--- config.mk ---
export PLATFORM = sky130hd
export DESIGN_NAME = pipelined_ks_addsub
export DESIGN_NICKNAME = d
export VERILOG_FILES = /design/src/rtl/pipelined_ks_addsub.sv
export SDC_FILE = /design/constraint.sdc
export NUM_CORES = 1
export LEC_CHECK = 0
export CAP_MARGIN = 5
export CORE_MARGIN = 2
export CORE_UTILIZATION = 30
export CTS_BUF_LIST = sky130_fd_sc_hd__clkbuf_2 sky130_fd_sc_hd__clkbuf_4 sky130_fd_sc_hd__clkbuf_8
export CTS_CLUSTER_DIAMETER = 40
export DETAILED_ROUTE_END_ITERATION = 8
export PLACE_DENSITY = 0.48
export SLEW_MARGIN = 20
export SYNTH_ARGS = -nofsm -noshare
export SYNTH_HDL_FRONTEND = slang
export SYNTH_SLANG_ARGS = --single-unit
--- constraint.sdc ---
create_clock -name clk -period 1.7 [get_ports clk]
set_input_delay 0.255 -clock clk [delete_from_list [all_inputs] [get_ports clk]]
set_output_delay 0.255 -clock clk [all_outputs]
set_load 0.05 [all_outputs]
--- src/rtl/pipelined_ks_addsub.sv ---
// Parametrised Kogge-Stone adder/subtractor with optional register stages after the
// GP generation and after every prefix level. A single global stall freezes the whole
// pipeline when the output holds a result the consumer has not taken.
module pipelined_ks_addsub #(
  parameter int unsigned WIDTH     = 32,
  parameter bit          PIPELINED = 1'b1,
  parameter int unsigned TAG_W     = 4
) (
  input  logic             clk,
  input  logic             rst_n,
  input  logic             in_valid,
  output logic             in_ready,
  input  logic [WIDTH-1:0] in_x,
  input  logic [WIDTH-1:0] in_y,
  input  logic             in_cin,
  input  logic             in_sub,
  input  logic [TAG_W-1:0] in_tag,
  output logic             out_valid,
  input  logic             out_ready,
  output logic [WIDTH-1:0] out_sum,
  output logic             out_cout,
  output logic             out_ovf,
  output logic [TAG_W-1:0] out_tag
);

  localparam int L = $clog2(WIDTH);

  // Everything that has to travel alongside one operation through the prefix tree.
  typedef struct packed {
    logic             vld;
    logic [TAG_W-1:0] tag;
    logic             c0;
    logic [WIDTH-1:0] p0;
    logic [WIDTH-1:0] p;
    logic [WIDTH-1:0] g;
  } stage_t;

  // One Kogge-Stone level at distance 2^k; bits below the distance pass through.
  function automatic stage_t prefix_level(input stage_t s, input int k);
    stage_t o;
    int     d;
    o = s;
    d = 32'sd1 << k;
    for (int i = 0; i < int'(WIDTH); i++) begin
      if (i >= d) begin
        o.g[i] = s.g[i] | (s.p[i] & s.g[i-d]);
        o.p[i] = s.p[i] & s.p[i-d];
      end
    end
    return o;
  endfunction

  logic             w_stall;
  logic [WIDTH-1:0] w_yp;
  logic             w_c0;
  stage_t           w_in;
  stage_t           w_last;
  logic [WIDTH:0]   w_carry;
  logic [WIDTH-1:0] w_sum;
  logic             w_cout;
  logic             w_ovf;

  logic             r_out_valid;
  logic [WIDTH-1:0] r_sum;
  logic             r_cout;
  logic             r_ovf;
  logic [TAG_W-1:0] r_tag;

  assign w_stall  = r_out_valid & ~out_ready;
  assign in_ready = ~w_stall;

  // Operand conditioning: subtraction is X + ~Y + 1, carry-in ignored.
  assign w_yp = in_sub ? ~in_y : in_y;
  assign w_c0 = in_sub | in_cin;

  // Generate/propagate for the incoming operation.
  always_comb begin
    w_in     = '0;
    w_in.vld = in_valid & in_ready;
    w_in.tag = in_tag;
    w_in.c0  = w_c0;
    w_in.p0  = in_x ^ w_yp;
    w_in.p   = in_x ^ w_yp;
    w_in.g   = in_x & w_yp;
  end

  if (PIPELINED) begin : g_pipe
    // r_stg[0] holds GP; r_stg[k+1] holds the result of prefix level k.
    stage_t r_stg [0:L];

    // Whole pipeline advances together or freezes together; bubbles are kept.
    always_ff @(posedge clk or negedge rst_n) begin
      if (!rst_n) begin
        for (int k = 0; k <= L; k++) begin
          r_stg[k] <= '0;
        end
      end else if (!w_stall) begin
        r_stg[0] <= w_in;
        for (int k = 0; k < L; k++) begin
          r_stg[k+1] <= prefix_level(r_stg[k], k);
        end
      end
    end

    assign w_last = r_stg[L];
  end else begin : g_comb
    // Full prefix tree evaluated in one cycle ahead of the output register.
    always_comb begin
      stage_t v;
      v = w_in;
      for (int k = 0; k < L; k++) begin
        v = prefix_level(v, k);
      end
      w_last = v;
    end
  end

  // Carries from the group terms: c_i = G[i-1] | (P[i-1] & c0).
  always_comb begin
    w_carry    = '0;
    w_carry[0] = w_last.c0;
    for (int i = 1; i <= int'(WIDTH); i++) begin
      w_carry[i] = w_last.g[i-1] | (w_last.p[i-1] & w_last.c0);
    end
  end

  assign w_sum  = w_last.p0 ^ w_carry[WIDTH-1:0];
  assign w_cout = w_carry[WIDTH];
  assign w_ovf  = w_carry[WIDTH-1] ^ w_carry[WIDTH];

  // Output register; holds its result while the consumer stalls.
  always_ff @(posedge clk or negedge rst_n) begin
    if (!rst_n) begin
      r_out_valid <= 1'b0;
      r_sum       <= '0;
      r_cout      <= 1'b0;
      r_ovf       <= 1'b0;
      r_tag       <= '0;
    end else if (!w_stall) begin
      r_out_valid <= w_last.vld;
      r_sum       <= w_sum;
      r_cout      <= w_cout;
      r_ovf       <= w_ovf;
      r_tag       <= w_last.tag;
    end
  end

  assign out_valid = r_out_valid;
  assign out_sum   = r_sum;
  assign out_cout  = r_cout;
  assign out_ovf   = r_ovf;
  assign out_tag   = r_tag;

endmodule
# Yosys cells after proc, flatten, opt, wreduce, memory -nomap -nowiden
# Index checks and enable logic that the tools add are counted.
[totals] ff_bits=619 in_bits=74 output_inout_bits=40
[classes] muxes=1 bitwise_logic=461
[ops] op="$and A1 B1 Y1" n=292
[ops] op="$or A1 B1 Y1" n=162
[ops] op="$xor A32 B32 Y32" n=2
[ops] op="$and A32 B32 Y32" n=1
[ops] op="$mux W32" n=1
[ops] op="$not A32 Y32" n=1
[ops] op="$not A1 Y1" n=2
[ops] op="$xor A1 B1 Y1" n=1

# Depth between registers and ports, before layout
[depth] ltp_word=4 mapped_depth=8 ltp_nobuf=4

# Worst setup path after synthesis
# OpenSTA, ideal clock, no wires.
[synth_path] kind="register to output" from="reg r_out_valid, in the netlist out_valid" to="out in_ready" t_arrival_ns=1.469 required_time_ns=1.445 setup_slack_ns=-0.024 stages_incl_launch_ff=6 n_path_buf=3 path_cell_list="dfrtp_1 > nor2b_2 > buf_4 > inv_2 > buf_2 > buf_2"
[synth_between] elab_chain_len=2
[synth_rtl] item="start: declaration" line="63" source="logic r_out_valid;"
[synth_rtl] item="start signal: assignment" line="140" source="r_out_valid <= w_last.vld;"
[synth_rtl] item="$and A1 B1 Y1" line="69" source="assign w_stall = r_out_valid & ~out_ready;"
[synth_rtl] item="$not A1 Y1" line="70" source="assign in_ready = ~w_stall;"
[synth_rtl] item="end: declaration" line="12" source="output logic in_ready,"
# Every way passes these cells.

# Worst setup path after layout
# Same ends and word-level chain as after synthesis.

==> out/results.md <==
| Group | Item | Value |
|---|---|---|
| pwr | Share of power burned in the clock network | 26.7% |
| sta | Transition time at the pin with the least slew margin | 0.6180 ns |
| clock network | Inserted Clock Buffers | 107 |
| sta | Period minus WS final | 1.749 ns |
| yosys | Number of distinct library cells after synthesis | 17 |
| worst setup path | Setup slack on the worst flop-to-flop path | 0 ns |
| sta | Number of hold violations in the final report | 0 |
| floorplanning | Die area | 0.08447 sq mm |
| layout | Layout cells sized above 1 | 11.38% |
| yosys | Synthesized-area fraction occupied by xor and xnor cells | 2.238% |
| pwr | Internal power component | 0.03338 W |
| floorplanning | Top Ports | 114 |
| worst setup path | Startpoint type of the worst setup path | flip-flop |
| sta | Fin worst setup slack | -0.04905 ns |
| yosys | Post-synthesis mux area share | 0% |
| floorplanning | Effective utilization at floorplan | 30.17% |
| clock network | Source-to-sink clock delay at the later pin of the worst-skew pair | 0.72 ns |
| sta | Unrepaired setup endpoints after global routing | true |
| worst setup path | Type of element capturing the critical path | output port |
| clock network | Number of H-tree levels | 3 |
| placed design | Buffers on Ports | 113 |
| run | MaxCap Viol Count | 0 |
| drt | Average routed wire per standard cell | 16.12 microns |
| layout | Register cell area after layout | 0.01536 sq mm |
| worst setup path | Worst-path fanout max | 2 |
| floorplanning | Num rows | 105 |
| yosys | Number of enable-type register cells in the synthesized netlist | 0 |
| pwr | Share of total power in combinational logic | 27.0% |
| sta | Clk_skew | 0.03704 ns |
| pwr | Power density of the placed cells | 1769 mW/mm^2 |
| pwr | Switching part of the total power | 37.05% |
| pwr | Switching component of the power | 0.01965 W |
| status | Violations in the final reports | setup timing |
| floorplanning | Std-Cell Core Area | 0.08172 sq mm |
| sta | Timing-limited maximum frequency | 571.7 MHz |
| drt | Overall routed net length | 64.99 mm |
| placed design | Post-DP HPWL | 45.59 mm |
| grt | Wire length of the first global-routing pass | 104.2 mm |
| yosys | Synth Instances | 2,697 |
| grt | Largest net degree at the start of global routing | 88 |
| yosys | Share of synthesized cell area in and, or, nand and nor gates | 23.79% |
| yosys | Dominant combinational cell family by area after synthesis | simple AND/OR/NAND/NOR gates |
| placed design | Cell area reported after detailed placement | 0.02739 sq mm |
| clock network | Clock input transition at the sequential cells of the worst setup and hold paths | 0.06 ns |
| yosys | Arithmetic-cell share of the synthesized area counting full adders, half adders and majority gates | 1.675% |
| drt | Residual antenna-violating net count after detailed routing | 0 |
| sta | Worst max-slew margin expressed relative to the limit | 58.67% |
| placed design | Routability congestion estimate from global placement | 0.8097 |
| clock network | Maximum root-to-sink buffer count | 3 |
| sta | Number of max-slew violations in the final report | 0 |
| yosys | Post-Syn Nets | 2,804 |
| layout | Filler instances | 8,479 |
| grt | Antenna violations before repair | 1 |
| pwr | Maximum vdd drop | 664.4 uV |
| worst setup path | Crit Path Category | flip-flop to output port |
| drt | DRC | 0 |
| drt | Pre-antenna DRT Iters | 6 |
| yosys | Leading post-synthesis cells by cell area | sky130_fd_sc_hd__dfrtp_1 62%, sky130_fd_sc_hd__nand2_1 21%, sky130_fd_sc_hd__o21ai_0 3.3% |
| worst setup path | Data required time of the critical path | 1.44 ns |
| clock network | TritonCTS clock tree | yes |
| grt | Vias in the first global route | 18,370 |
| floorplanning | Die Y-Extent | 290.6 microns |
| pwr | Sequential group share of total power | 46.3% |
| yosys | Complex-gate fraction of the synthesized area | 6.624% |
| clock network | Clk Tree Root Cell | sky130_fd_sc_hd__clkbuf_8 |
| hold path | Min-delay worst type | input pin to flip-flop |
| pwr | Leakage dissipation | 15.21 nW |
| layout | Post-layout utilization of the core | 36.68% |
| yosys | Largest area contributor in the synthesized netlist | sky130_fd_sc_hd__dfrtp_1 |
| status | Result of the run | finished with violations |
| yosys | Share of the synthesized area in the top cell type | 62.33% |
| yosys | Mean instance size in the synthesized netlist | 9.140 sq um |
| sta | Tcrit/Tclk final | 102.9% |
| yosys | Synthesized area | 0.02465 sq mm |
| drt | Total vias in the final route | 17,890 |
| grt | Global-route usage over all layers | 15.35% |
| drt | Number of vias per cell after detailed routing | 4.437 |
| worst setup path | CP Data Arrival Time | 1.49 ns |
| sta | Final count of negative-setup-slack endpoints | 2 |
| drt | Detailed router's first-iteration violation count | 1,235 |
| yosys | Number of warnings issued by yosys | 0 |
| layout | Cell area after layout | 0.02997 sq mm |
| layout | Layout Nets | 2,988 |
| yosys | Primary flip-flop cell chosen by synthesis mapping | sky130_fd_sc_hd__dfrtp_1 |
| clock network | Total number of clock tree sinks | 614 |
| layout | Area added between synthesis and finish | 21.59% |
| yosys | Sequential cell area fraction in the yosys report | 62.33% |
| layout | Total area of multi-input combinational cells | 0.008466 sq mm |
| yosys | Post-synthesis async set-or-reset flop share | 100.0% |
| floorplanning | Overall die width | 290.6 microns |
| yosys | Flip-flop and latch count after synthesis | 614 |
| grt | Leftover overflow at the end of global routing | 0 |
placed cells by master, fill, tap and decap left out, types with 8 or more instances in the layout:
cell / n
sky130_fd_sc_hd__o21ai_0: 163
sky130_fd_sc_hd__clkinv_2: 11
sky130_fd_sc_hd__clkbuf_8: 135
sky130_fd_sc_hd__buf_12: 28
sky130_fd_sc_hd__ha_1: 33
sky130_fd_sc_hd__a21oi_1: 160
sky130_fd_sc_hd__clkdlybuf4s50_1: 71
sky130_fd_sc_hd__clkbuf_4: 32
sky130_fd_sc_hd__xor2_1: 63
sky130_fd_sc_hd__nand2_1: 1385
sky130_fd_sc_hd__buf_4: 96
sky130_fd_sc_hd__dfrtp_1: 614
sky130_fd_sc_hd__buf_16: 8
sky130_fd_sc_hd__nand3_1: 129
worst max-delay path, stage by stage (launching register included):
cell,delay [ns]
sky130_fd_sc_hd__dfrtp_1,0.34
sky130_fd_sc_hd__nor2b_4,0.25
sky130_fd_sc_hd__inv_8,0.05
sky130_fd_sc_hd__buf_8,0.15
power by group through the flow:
stage	logic [W]	registers (W)	clock network (W)
after detailed placement	0.0141	0.0249	0
after global placement	0.0138	0.0247	0
after CTS	0.0142	0.0246	0.0146
after floorplan	0.00809	0.0244	0
after global routing	0.0163	0.0253	0.0153
final	0.0143	0.0246	0.0142
Yosys cell counts, drive strengths merged, types with 18 or more instances:
library cell / instances
o21ai: 163
nand3: 129
buf: 126
a21oi: 160
clkbuf: 18
dfrtp: 614
ha: 33
nand2: 1385
xor2: 63
worst paths after layout:
kind | from | endpoint | cells past startpoint
max | out_valid | in_ready | 3
min | in_tag[3] | g_pipe.r_stg[610] | 3
max reg2reg | out_valid | g_pipe.r_stg[145] | 7
min reg2reg | g_pipe.r_stg[172] | g_pipe.r_stg[70] | 2
max in group asynchronous | rst_n | g_pipe.r_stg[256] | 3
min in group asynchronous | rst_n | g_pipe.r_stg[240] | 3
layout make-up:
class                      instances  share of cell area [%]
tap                             1070                   4.467
sequential                       614                   51.26
antenna                            1                0.008349
timing repair inverter             1                 0.02087
multi-input combinational       1938                   28.24
timing repair buffer             218                   8.286
clock buffer                     167                   7.001
inverter                           1                 0.03757
clock inverter                    22                  0.6721
state kept, by name, summed over array words and instances (netlist names):
name and cells:
out_tag 4, g_pipe.r_stg 575, out_ovf 1, out_cout 1
out_sum 32, out_valid 1
what timing repair did:
action,4_1_cts,5_1_grt
buffers inserted,3,0
resized for setup,6,9
hold buffers,2,0
gates cloned,1,7
endpoints found under the setup margin,1,432
endpoints found under the hold margin,614,0
logic make-up after synthesis:
group / Yosys count
flops: 614
compound gates: 325
simple gates: 1517
buf+inv: 145
fa+ha+maj: 33
xor+xnor: 63
metal layers:
layer	GRT usage (%)	vias up	share of wire [%]
li1	-	8986	-
met1	22.23	8562	49
met2	23.81	280	46
met3	2.440	63	3.5
met4	4.208	0	1.5
met5	0	-	0
stage by stage:
stage | worst slack (ns) | hold slack [ns] | total power (W) | instances | TNS [ns]
floorplan | 0.05479 | -0.04059 | 0.03249 | 2697 | 0
global placement | -0.1384 | 0.1361 | 0.03856 | 3831 | -41.31
detailed placement | -0.1533 | 0.1357 | 0.03897 | 3831 | -40.57
CTS | -0.1251 | 0.03086 | 0.05351 | 4025 | -1.753
global route | -0.1017 | 0.09014 | 0.05688 | 4032 | -2.664
finish | -0.04905 | 0.09450 | 0.05303 | 4032 | -0.05376
Power figures use the tool's default switching activity.
